`config.mk`:
```
export PLATFORM = sky130hd
export DESIGN_NAME = cpu_mem_bridge_flat
export DESIGN_NICKNAME = d
export VERILOG_FILES = /design/src/rtl/cpu_mem_bridge_if.sv /design/src/rtl/cpu_mem_bridge.sv /design/src/flat_wrapper.sv
export SDC_FILE = /design/constraint.sdc
export NUM_CORES = 1
export LEC_CHECK = 0
export ABC_CLOCK_PERIOD_IN_PS = 6700
export CAP_MARGIN = 0
export CELL_PAD_IN_SITES_DETAIL_PLACEMENT = 0
export CELL_PAD_IN_SITES_GLOBAL_PLACEMENT = 1
export CORE_MARGIN = 10
export CORE_UTILIZATION = 33
export DETAILED_ROUTE_END_ITERATION = 12
export PLACE_DENSITY = 0.81
export SLEW_MARGIN = 20
export SYNTH_ARGS = -nofsm -noshare
export SYNTH_HDL_FRONTEND = slang
export SYNTH_SLANG_ARGS = --single-unit
```
`constraint.sdc`:
```
create_clock -name clk -period 6.7 [get_ports clk]
set_input_delay 1.005 -clock clk [delete_from_list [all_inputs] [get_ports clk]]
set_output_delay 1.005 -clock clk [all_outputs]
set_load 0.01 [all_outputs]
```
`src/rtl/cpu_mem_bridge_if.sv`:
```
// Bus interfaces for cpu_mem_bridge: CPU-side request/response channels and memory-side channels.
// The master modport is the side that issues requests on that bus.

interface cpu_bus_if;
  logic [31:0] PC;
  logic        Inst_Req_Valid;
  logic        Inst_Req_Ready;
  logic [31:0] Instruction;
  logic        Inst_Valid;
  logic        Inst_Ready;
  logic [31:0] Address;
  logic        MemWrite;
  logic [31:0] Write_data;
  logic [3:0]  Write_strb;
  logic        MemRead;
  logic        Mem_Req_Ready;
  logic [31:0] Read_data;
  logic        Read_data_Valid;
  logic        Read_data_Ready;

  modport master (
    output PC, Inst_Req_Valid, Inst_Ready,
    output Address, MemWrite, Write_data, Write_strb, MemRead, Read_data_Ready,
    input  Inst_Req_Ready, Instruction, Inst_Valid,
    input  Mem_Req_Ready, Read_data, Read_data_Valid
  );

  modport slave (
    input  PC, Inst_Req_Valid, Inst_Ready,
    input  Address, MemWrite, Write_data, Write_strb, MemRead, Read_data_Ready,
    output Inst_Req_Ready, Instruction, Inst_Valid,
    output Mem_Req_Ready, Read_data, Read_data_Valid
  );
endinterface

interface mem_bus_if;
  logic        mem_req_valid;
  logic        mem_req_ready;
  logic [31:0] mem_req_addr;
  logic        mem_req_wen;
  logic [31:0] mem_req_wdata;
  logic [3:0]  mem_req_wstrb;
  logic        mem_rsp_valid;
  logic [31:0] mem_rsp_data;
  logic        mem_rsp_ready;

  modport master (
    output mem_req_valid, mem_req_addr, mem_req_wen, mem_req_wdata, mem_req_wstrb, mem_rsp_ready,
    input  mem_req_ready, mem_rsp_valid, mem_rsp_data
  );

  modport slave (
    input  mem_req_valid, mem_req_addr, mem_req_wen, mem_req_wdata, mem_req_wstrb, mem_rsp_ready,
    output mem_req_ready, mem_rsp_valid, mem_rsp_data
  );
endinterface

```
`src/rtl/cpu_mem_bridge.sv`:
```
// Single-outstanding bridge from CPU fetch/load/store requests to a valid/ready memory port.
// All outputs are registered, computed from the next state so they line up with the state register.

module cpu_mem_bridge #(
  parameter int unsigned CNT_W = 32
) (
  input  logic             clk,
  input  logic             rst,
  cpu_bus_if.slave         cpu,
  mem_bus_if.master        mem,
  output logic [CNT_W-1:0] stall_cycles
);

  typedef enum logic [2:0] {
    S_IDLE = 3'd0,
    S_IREQ = 3'd1,
    S_IRSP = 3'd2,
    S_IOUT = 3'd3,
    S_RREQ = 3'd4,
    S_RRSP = 3'd5,
    S_ROUT = 3'd6,
    S_WREQ = 3'd7
  } state_t;

  state_t r_state;
  state_t w_state_nxt;

  logic [31:0]      r_addr,  w_addr_nxt;
  logic [31:0]      r_wdata, w_wdata_nxt;
  logic [3:0]       r_wstrb, w_wstrb_nxt;
  logic [31:0]      r_data,  w_data_nxt;
  logic [31:0]      r_instr, w_instr_nxt;
  logic [31:0]      r_rdata, w_rdata_nxt;
  logic             r_req_ready,   w_req_ready_nxt;
  logic             r_req_valid,   w_req_valid_nxt;
  logic             r_req_wen,     w_req_wen_nxt;
  logic [3:0]       r_req_wstrb,   w_req_wstrb_nxt;
  logic             r_rsp_ready,   w_rsp_ready_nxt;
  logic             r_inst_valid,  w_inst_valid_nxt;
  logic             r_rdata_valid, w_rdata_valid_nxt;
  logic [CNT_W-1:0] r_stall;
  logic             w_accept;

  // Requests are only taken once the ready outputs are actually showing 1
  assign w_accept = (r_state == S_IDLE) && r_req_ready;

  always_ff @(posedge clk or posedge rst) begin
    if (rst) r_state <= S_IDLE;
    else     r_state <= w_state_nxt;
  end

  always_comb begin
    w_state_nxt = r_state;
    case (r_state)
      S_IDLE: begin
        if (w_accept) begin
          if (cpu.MemWrite)            w_state_nxt = S_WREQ;
          else if (cpu.MemRead)        w_state_nxt = S_RREQ;
          else if (cpu.Inst_Req_Valid) w_state_nxt = S_IREQ;
        end
      end
      S_IREQ: if (mem.mem_req_ready)   w_state_nxt = S_IRSP;
      S_RREQ: if (mem.mem_req_ready)   w_state_nxt = S_RRSP;
      S_WREQ: if (mem.mem_req_ready)   w_state_nxt = S_IDLE;
      S_IRSP: if (mem.mem_rsp_valid)   w_state_nxt = S_IOUT;
      S_RRSP: if (mem.mem_rsp_valid)   w_state_nxt = S_ROUT;
      S_IOUT: if (cpu.Inst_Ready)      w_state_nxt = S_IDLE;
      S_ROUT: if (cpu.Read_data_Ready) w_state_nxt = S_IDLE;
      default:                         w_state_nxt = S_IDLE;
    endcase
  end

  always_comb begin
    w_addr_nxt  = r_addr;
    w_wdata_nxt = r_wdata;
    w_wstrb_nxt = r_wstrb;
    w_data_nxt  = r_data;
    w_instr_nxt = r_instr;
    w_rdata_nxt = r_rdata;
    if (w_accept) begin
      if (cpu.MemWrite) begin
        w_addr_nxt  = cpu.Address;
        w_wdata_nxt = cpu.Write_data;
        w_wstrb_nxt = cpu.Write_strb;
      end else if (cpu.MemRead) begin
        w_addr_nxt  = cpu.Address;
      end else if (cpu.Inst_Req_Valid) begin
        w_addr_nxt  = cpu.PC;
      end
    end
    // Responses are captured only while waiting for one; stray valids are dropped
    if ((r_state == S_IRSP) && mem.mem_rsp_valid) begin
      w_data_nxt  = mem.mem_rsp_data;
      w_instr_nxt = mem.mem_rsp_data;
    end
    if ((r_state == S_RRSP) && mem.mem_rsp_valid) begin
      w_data_nxt  = mem.mem_rsp_data;
      w_rdata_nxt = mem.mem_rsp_data;
    end
    w_req_ready_nxt   = (w_state_nxt == S_IDLE);
    w_req_valid_nxt   = (w_state_nxt == S_IREQ) || (w_state_nxt == S_RREQ) || (w_state_nxt == S_WREQ);
    w_req_wen_nxt     = (w_state_nxt == S_WREQ);
    w_req_wstrb_nxt   = (w_state_nxt == S_WREQ) ? w_wstrb_nxt : 4'b0000;
    w_rsp_ready_nxt   = (w_state_nxt == S_IRSP) || (w_state_nxt == S_RRSP);
    w_inst_valid_nxt  = (w_state_nxt == S_IOUT);
    w_rdata_valid_nxt = (w_state_nxt == S_ROUT);
  end

  always_ff @(posedge clk or posedge rst) begin
    if (rst) begin
      r_addr        <= '0;
      r_wdata       <= '0;
      r_wstrb       <= '0;
      r_data        <= '0;
      r_instr       <= '0;
      r_rdata       <= '0;
      r_req_ready   <= 1'b0;
      r_req_valid   <= 1'b0;
      r_req_wen     <= 1'b0;
      r_req_wstrb   <= '0;
      r_rsp_ready   <= 1'b0;
      r_inst_valid  <= 1'b0;
      r_rdata_valid <= 1'b0;
      r_stall       <= '0;
    end else begin
      r_addr        <= w_addr_nxt;
      r_wdata       <= w_wdata_nxt;
      r_wstrb       <= w_wstrb_nxt;
      r_data        <= w_data_nxt;
      r_instr       <= w_instr_nxt;
      r_rdata       <= w_rdata_nxt;
      r_req_ready   <= w_req_ready_nxt;
      r_req_valid   <= w_req_valid_nxt;
      r_req_wen     <= w_req_wen_nxt;
      r_req_wstrb   <= w_req_wstrb_nxt;
      r_rsp_ready   <= w_rsp_ready_nxt;
      r_inst_valid  <= w_inst_valid_nxt;
      r_rdata_valid <= w_rdata_valid_nxt;
      if (r_state != S_IDLE) r_stall <= r_stall + CNT_W'(1);
    end
  end

  assign cpu.Inst_Req_Ready  = r_req_ready;
  assign cpu.Mem_Req_Ready   = r_req_ready;
  assign cpu.Instruction     = r_instr;
  assign cpu.Inst_Valid      = r_inst_valid;
  assign cpu.Read_data       = r_rdata;
  assign cpu.Read_data_Valid = r_rdata_valid;

  assign mem.mem_req_valid   = r_req_valid;
  assign mem.mem_req_addr    = r_addr;
  assign mem.mem_req_wen     = r_req_wen;
  assign mem.mem_req_wdata   = r_wdata;
  assign mem.mem_req_wstrb   = r_req_wstrb;
  assign mem.mem_rsp_ready   = r_rsp_ready;

  assign stall_cycles        = r_stall;

endmodule

```
`src/flat_wrapper.sv`:
```
// flat-port wrapper written by rule: the top's interface ports become plain ports
module cpu_mem_bridge_flat 
#(
  parameter int unsigned CNT_W = 32
)
  (clk, rst, stall_cycles, cpu_PC, cpu_Inst_Req_Valid, cpu_Inst_Ready, cpu_Address, cpu_MemWrite, cpu_Write_data, cpu_Write_strb, cpu_MemRead, cpu_Read_data_Ready, cpu_Inst_Req_Ready, cpu_Instruction, cpu_Inst_Valid, cpu_Mem_Req_Ready, cpu_Read_data, cpu_Read_data_Valid, mem_mem_req_valid, mem_mem_req_addr, mem_mem_req_wen, mem_mem_req_wdata, mem_mem_req_wstrb, mem_mem_rsp_ready, mem_mem_req_ready, mem_mem_rsp_valid, mem_mem_rsp_data);
  cpu_bus_if cpu_i ();
  mem_bus_if mem_i ();
  input  logic clk;
  input  logic rst;
  output logic [CNT_W-1:0] stall_cycles;
  input wire logic [$bits(cpu_i.PC)-1:0] cpu_PC;
  input wire logic [$bits(cpu_i.Inst_Req_Valid)-1:0] cpu_Inst_Req_Valid;
  input wire logic [$bits(cpu_i.Inst_Ready)-1:0] cpu_Inst_Ready;
  input wire logic [$bits(cpu_i.Address)-1:0] cpu_Address;
  input wire logic [$bits(cpu_i.MemWrite)-1:0] cpu_MemWrite;
  input wire logic [$bits(cpu_i.Write_data)-1:0] cpu_Write_data;
  input wire logic [$bits(cpu_i.Write_strb)-1:0] cpu_Write_strb;
  input wire logic [$bits(cpu_i.MemRead)-1:0] cpu_MemRead;
  input wire logic [$bits(cpu_i.Read_data_Ready)-1:0] cpu_Read_data_Ready;
  output wire logic [$bits(cpu_i.Inst_Req_Ready)-1:0] cpu_Inst_Req_Ready;
  output wire logic [$bits(cpu_i.Instruction)-1:0] cpu_Instruction;
  output wire logic [$bits(cpu_i.Inst_Valid)-1:0] cpu_Inst_Valid;
  output wire logic [$bits(cpu_i.Mem_Req_Ready)-1:0] cpu_Mem_Req_Ready;
  output wire logic [$bits(cpu_i.Read_data)-1:0] cpu_Read_data;
  output wire logic [$bits(cpu_i.Read_data_Valid)-1:0] cpu_Read_data_Valid;
  output wire logic [$bits(mem_i.mem_req_valid)-1:0] mem_mem_req_valid;
  output wire logic [$bits(mem_i.mem_req_addr)-1:0] mem_mem_req_addr;
  output wire logic [$bits(mem_i.mem_req_wen)-1:0] mem_mem_req_wen;
  output wire logic [$bits(mem_i.mem_req_wdata)-1:0] mem_mem_req_wdata;
  output wire logic [$bits(mem_i.mem_req_wstrb)-1:0] mem_mem_req_wstrb;
  output wire logic [$bits(mem_i.mem_rsp_ready)-1:0] mem_mem_rsp_ready;
  input wire logic [$bits(mem_i.mem_req_ready)-1:0] mem_mem_req_ready;
  input wire logic [$bits(mem_i.mem_rsp_valid)-1:0] mem_mem_rsp_valid;
  input wire logic [$bits(mem_i.mem_rsp_data)-1:0] mem_mem_rsp_data;
  assign cpu_i.PC = cpu_PC;
  assign cpu_i.Inst_Req_Valid = cpu_Inst_Req_Valid;
  assign cpu_i.Inst_Ready = cpu_Inst_Ready;
  assign cpu_i.Address = cpu_Address;
  assign cpu_i.MemWrite = cpu_MemWrite;
  assign cpu_i.Write_data = cpu_Write_data;
  assign cpu_i.Write_strb = cpu_Write_strb;
  assign cpu_i.MemRead = cpu_MemRead;
  assign cpu_i.Read_data_Ready = cpu_Read_data_Ready;
  assign cpu_Inst_Req_Ready = cpu_i.Inst_Req_Ready;
  assign cpu_Instruction = cpu_i.Instruction;
  assign cpu_Inst_Valid = cpu_i.Inst_Valid;
  assign cpu_Mem_Req_Ready = cpu_i.Mem_Req_Ready;
  assign cpu_Read_data = cpu_i.Read_data;
  assign cpu_Read_data_Valid = cpu_i.Read_data_Valid;
  assign mem_mem_req_valid = mem_i.mem_req_valid;
  assign mem_mem_req_addr = mem_i.mem_req_addr;
  assign mem_mem_req_wen = mem_i.mem_req_wen;
  assign mem_mem_req_wdata = mem_i.mem_req_wdata;
  assign mem_mem_req_wstrb = mem_i.mem_req_wstrb;
  assign mem_mem_rsp_ready = mem_i.mem_rsp_ready;
  assign mem_i.mem_req_ready = mem_mem_req_ready;
  assign mem_i.mem_rsp_valid = mem_mem_rsp_valid;
  assign mem_i.mem_rsp_data = mem_mem_rsp_data;
  cpu_mem_bridge #(.CNT_W(CNT_W)) u_core (.clk(clk), .rst(rst), .cpu(cpu_i), .mem(mem_i), .stall_cycles(stall_cycles));
endmodule
```
==> metrics.md <==
| Metric | Value |
|---|---|
| Run status | finished clean |
| Boundary pin count | 312 |
| Worst path arrival time | 3450 ps |
| Fill cells | 1943 |
| Clock tree root buffer cell | sky130_fd_sc_hd__clkbuf_16 |
| Worst Hold Endpoint | u_core.stall_cycles[31]$_DFFE_PP0P_ |
| Maximum ir drop on the vdd rail | about 0.18 mV |
| Register-to-Register Setup Slack | 4090 ps |
| Clock tree from TritonCTS | built |
| Quantity of I/O buffers inserted on ports | 311 |
| Die height | roughly 170 µm |
| Wirelength per Cell | 18.3 µm |
| Count of routing violations after the opening detailed-route iteration | 247 |
| Power per cell area | between 400 and 500 mW/mm² |
| CORE AREA | 0.0217 mm² |
| Clock-pin slew on the worst setup and hold paths | 70 ps |
| Pint | 0.00313 W |
| Clock network fraction of total power | 0.212 |
| #FFs+latches synth | 177 |
| Crit path buffers/inverters | 2 |
| Final hold violation count | 0 |
| CP required | 7040 ps |
| Stages on the worst setup path | 7 |
| Upper clock frequency limit | about 320 MHz |
| Reported max-cap violation count | 0 |
| # setup viols final | 0 |
| Post-Syn Instances | 533 |
| Share of async-settable or async-resettable flops after synthesis | 1.00 |
| Count of inserted antenna diode cells | 0 |
| Depth of the most critical reg-to-reg path | 6 |
| Chain of cells forming the critical path | clkdlybuf4s50_1 > nor4bb_4 > buf_4 > a31oi_1 > o211ai_2 > nand3_2 > nor2b_1 |
| Category of cells accounting for the largest share of critical-path delay | simple AND/OR/NAND/NOR gates |
| Initial cell density of the core | 0.334 |
| Number of flops mapped to enable cells by yosys | 0 |
| Slew headroom | 0.336 |
| Post-CTS Setup Repair Bufs | 0 |
| Chip width | around 170 µm |
| TNS Setup | 0 ps |
| Worst Skew | 11.7 ps |
| Multi-input combinational cell area | ~0.0027 mm² |
| Startpoint types | input pin |
| Clock latency of the later-clocked register in the worst-skew pair | 420 ps |
| Worst setup path class | in -> reg |
| Portion of total power attributed to combinational logic | 0.408 |
| PostCTS Resize Cnt | 0 |
| Post-synth cell types | 43 |
| Switching power as a share of total power | 0.317 |
| Overall power after layout | 0.00458 W |
| Number of detailed-route iterations in the first pass | 4 |
| Avg Synthesized Cell Area | 13.6 µm² |
| Final core utilization | 0.516 |
| Switching power | approximately 0.0015 W |
| Most frequent cells in the layout | 311 x sky130_fd_sc_hd__clkdlybuf4s50_1, 177 x sky130_fd_sc_hd__dfrtp_1, 99 x sky130_fd_sc_hd__mux2_2, 42 x sky130_fd_sc_hd__nor2_1, 37 x sky130_fd_sc_hd__mux2i_1 |
| Critical Path Max Stage Delay | a little under 800 ps |
| Min Clock Period, post-route | 3110 ps |
| H-tree levels | 4 |
| Most instantiated flip-flop cell in the synthesis netlist | sky130_fd_sc_hd__dfrtp_1 |
| Number of antenna violations at the first check in global routing | 0 |
| Most common library cell in the layout ignoring fill and taps | sky130_fd_sc_hd__clkdlybuf4s50_1 |
| Post-DP HPWL | 15.9 mm |
| Residual DRC count | 0 |
| Final ANT Viol Nets | 0 |
| Sequential cell area in the final layout | 0.00443 mm² |
| Relative contribution of sequential cells to total power | 0.380 |
| Startpoint of the lowest-slack hold path | u_core.stall_cycles[31]$_DFFE_PP0P_ |
| Overall overflow remaining after global route | 0 |
| Placer Congestion | 0.739 |
| Post-synth design cell area | just over 0.007 mm² |
| TritonCTS Sinks | 177 |
| Site row count | 54 |
| Combined global-route utilization of all metal layers | 0.142 |
| Hold_buf cts | 0 |
| Lkg Pwr | approximately 4.9 nW |
| Post-Synthesis Net Count | 675 |
| Sequential fraction of the synthesis area | 0.612 |
| Tcrit/Tclk final | 0.465 |
| Beginning of the worst register-to-register path | u_core.r_state[2]$_DFF_PP0_ |
| Overall routed net length | 20.7 mm |
| Actual transition at the worst max-transition pin | 995 ps |
| Hold crit path type | reg -> reg |
| Final net count | a little under 1000 |
| Pins Over Slew Limit | 0 |
| Worst hold path stage count | 1 |
| Number of clock buffers inserted by TritonCTS | 17 |
| Via-per-instance ratio | ~4.6 |
| RSZ-0062 raised after global routing | false |
| Area added between synthesis and finish | 54.7% |
| Area of the die | 0.0282 mm² |
| Max FO, Critical Path | 23 |
| Reg-to-reg critical path endpoint | u_core.mem.mem_req_wstrb[3]$_DFF_PP0_ |
| Critical path capture point type | register |
| Number of synthesis warnings | 0 |
| Vias in the first global route | 5551 |
| Worst-case clock buffer depth | 2 |
| Number of vias after detailed routing | 5206 |
| Maximum number of pins on one net before global-route repair | 77 |
| Hold WS | between 400 and 500 ps |
| Global-route wire length before repair | approximately 32 mm |
| Slowest stage cell, crit path | sky130_fd_sc_hd__nor4bb_4 |
| Fraction of final layout cells with drive strength greater than 1 | 0.177 |
[Yosys cell counts (2+ instances only)]
cell type | instances | area (µm²)
sky130_fd_sc_hd__xnor2_1 | 24 | 210
sky130_fd_sc_hd__nor4_1 | 2 | 12.5
sky130_fd_sc_hd__nand4_1 | 4 | 25.0
sky130_fd_sc_hd__xor2_1 | 8 | 70.1
sky130_fd_sc_hd__buf_4 | 3 | 22.5
sky130_fd_sc_hd__and3_1 | 5 | 31.3
sky130_fd_sc_hd__clkbuf_1 | 4 | 15.0
sky130_fd_sc_hd__mux2_2 | 99 | 1110
sky130_fd_sc_hd__buf_6 | 2 | 22.5
sky130_fd_sc_hd__buf_2 | 12 | 60.1
sky130_fd_sc_hd__nand2_1 | 16 | 60.1
sky130_fd_sc_hd__mux2i_1 | 37 | 370
sky130_fd_sc_hd__nand3_1 | 11 | 55.1
sky130_fd_sc_hd__inv_1 | 5 | 18.8
sky130_fd_sc_hd__nand3_2 | 4 | 40.0
sky130_fd_sc_hd__and4_1 | 4 | 35.0
sky130_fd_sc_hd__dfrtp_1 | 177 | 4430
sky130_fd_sc_hd__nor3_1 | 2 | 10.0
sky130_fd_sc_hd__a31oi_1 | 2 | 12.5
sky130_fd_sc_hd__or2_2 | 2 | 12.5
sky130_fd_sc_hd__and2_1 | 2 | 12.5
sky130_fd_sc_hd__o21ai_0 | 2 | 10.0
sky130_fd_sc_hd__nor2b_1 | 7 | 43.8
sky130_fd_sc_hd__o32a_1 | 2 | 20.0
sky130_fd_sc_hd__buf_1 | 7 | 26.3
sky130_fd_sc_hd__nor2_1 | 42 | 158
sky130_fd_sc_hd__a21oi_1 | 32 | 160
[metal layers]
layer / GRT usage / wire length [µm] / vias up
li1: - / - / 2467
met1: 0.166 / 8490 / 2564
met2: 0.234 / 10300 / 170
met3: 0.0636 / 1830 / 5
met4: 0.0318 / 114 / 0
met5: 0 / 0 / -
[cell families after synthesis]
group,share of synthesized area
AOI/OAI and AO/OA,0.0329
adders and majority gates,0.00173
and+or+nand+nor,0.0846
xor gates and xnor gates,0.0387
muxes,0.207
DFF,0.612
buffers and inverters,0.0228
[state kept, by name, summed over array words and instances (netlist names), 3 cells and up]
signal and flops:
u_core.cpu.Instruction 32, u_core.cpu.Read_data 32, u_core.mem.mem_req_addr 32, u_core.mem.mem_req_wdata 32, u_core.mem.mem_req_wstrb 4, u_core.r_state 3, u_core.r_wstrb 4, u_core.stall_cycles 32
[power groups by stage]
stage | Clock, W | Combinational (W) | Sequential [W]
after global placement | 0 | 0.00188 | 0.00175
after CTS | 0.00101 | 0.00191 | 0.00175
after floorplan | 0 | 0.000653 | 0.00191
after detailed placement | 0 | 0.00190 | 0.00176
after global routing | 0.00105 | 0.00201 | 0.00181
final | 0.000972 | 0.00187 | 0.00174
[worst max-delay path by stage]
stage	from	endpoint	slack [ps]
after CTS	cpu_MemWrite	u_core.mem.mem_req_addr[6]$_DFFE_PP0P_	3390
after global routing	mem_mem_rsp_valid	u_core.mem.mem_req_wstrb[3]$_DFF_PP0_	3440
final	mem_mem_rsp_valid	u_core.mem.mem_req_wstrb[3]$_DFF_PP0_	3590
after floorplan	rst	u_core.cpu.Inst_Req_Ready$_DFF_PP0_	890
after detailed placement	cpu_MemWrite	u_core.mem.mem_req_addr[5]$_DFFE_PP0P_	2930
after global placement	cpu_MemWrite	u_core.mem.mem_req_addr[31]$_DFFE_PP0P_	3050
[area by class of cell]
cell class	count	area share
sequential	177	0.396
timing repair buffer	315	0.281
clock buffer	17	0.0380
clock inverter	15	0.0136
multi-input combinational	323	0.238
tap	280	0.0313
inverter	5	0.00212
[per-stage QoR]
stage | setup WS [ps] | std cells | instance area, µm²
after floorplan | 893 | 533 | 7230
after global placement | 3050 | 1100 | 10600
after detailed placement | 2930 | 1100 | 10600
after CTS | 3390 | 1132 | 11200
after global routing | 3440 | 1132 | 11200
final | 3590 | 1132 | 11200
Note: power is estimated with default switching activity, not from simulation.
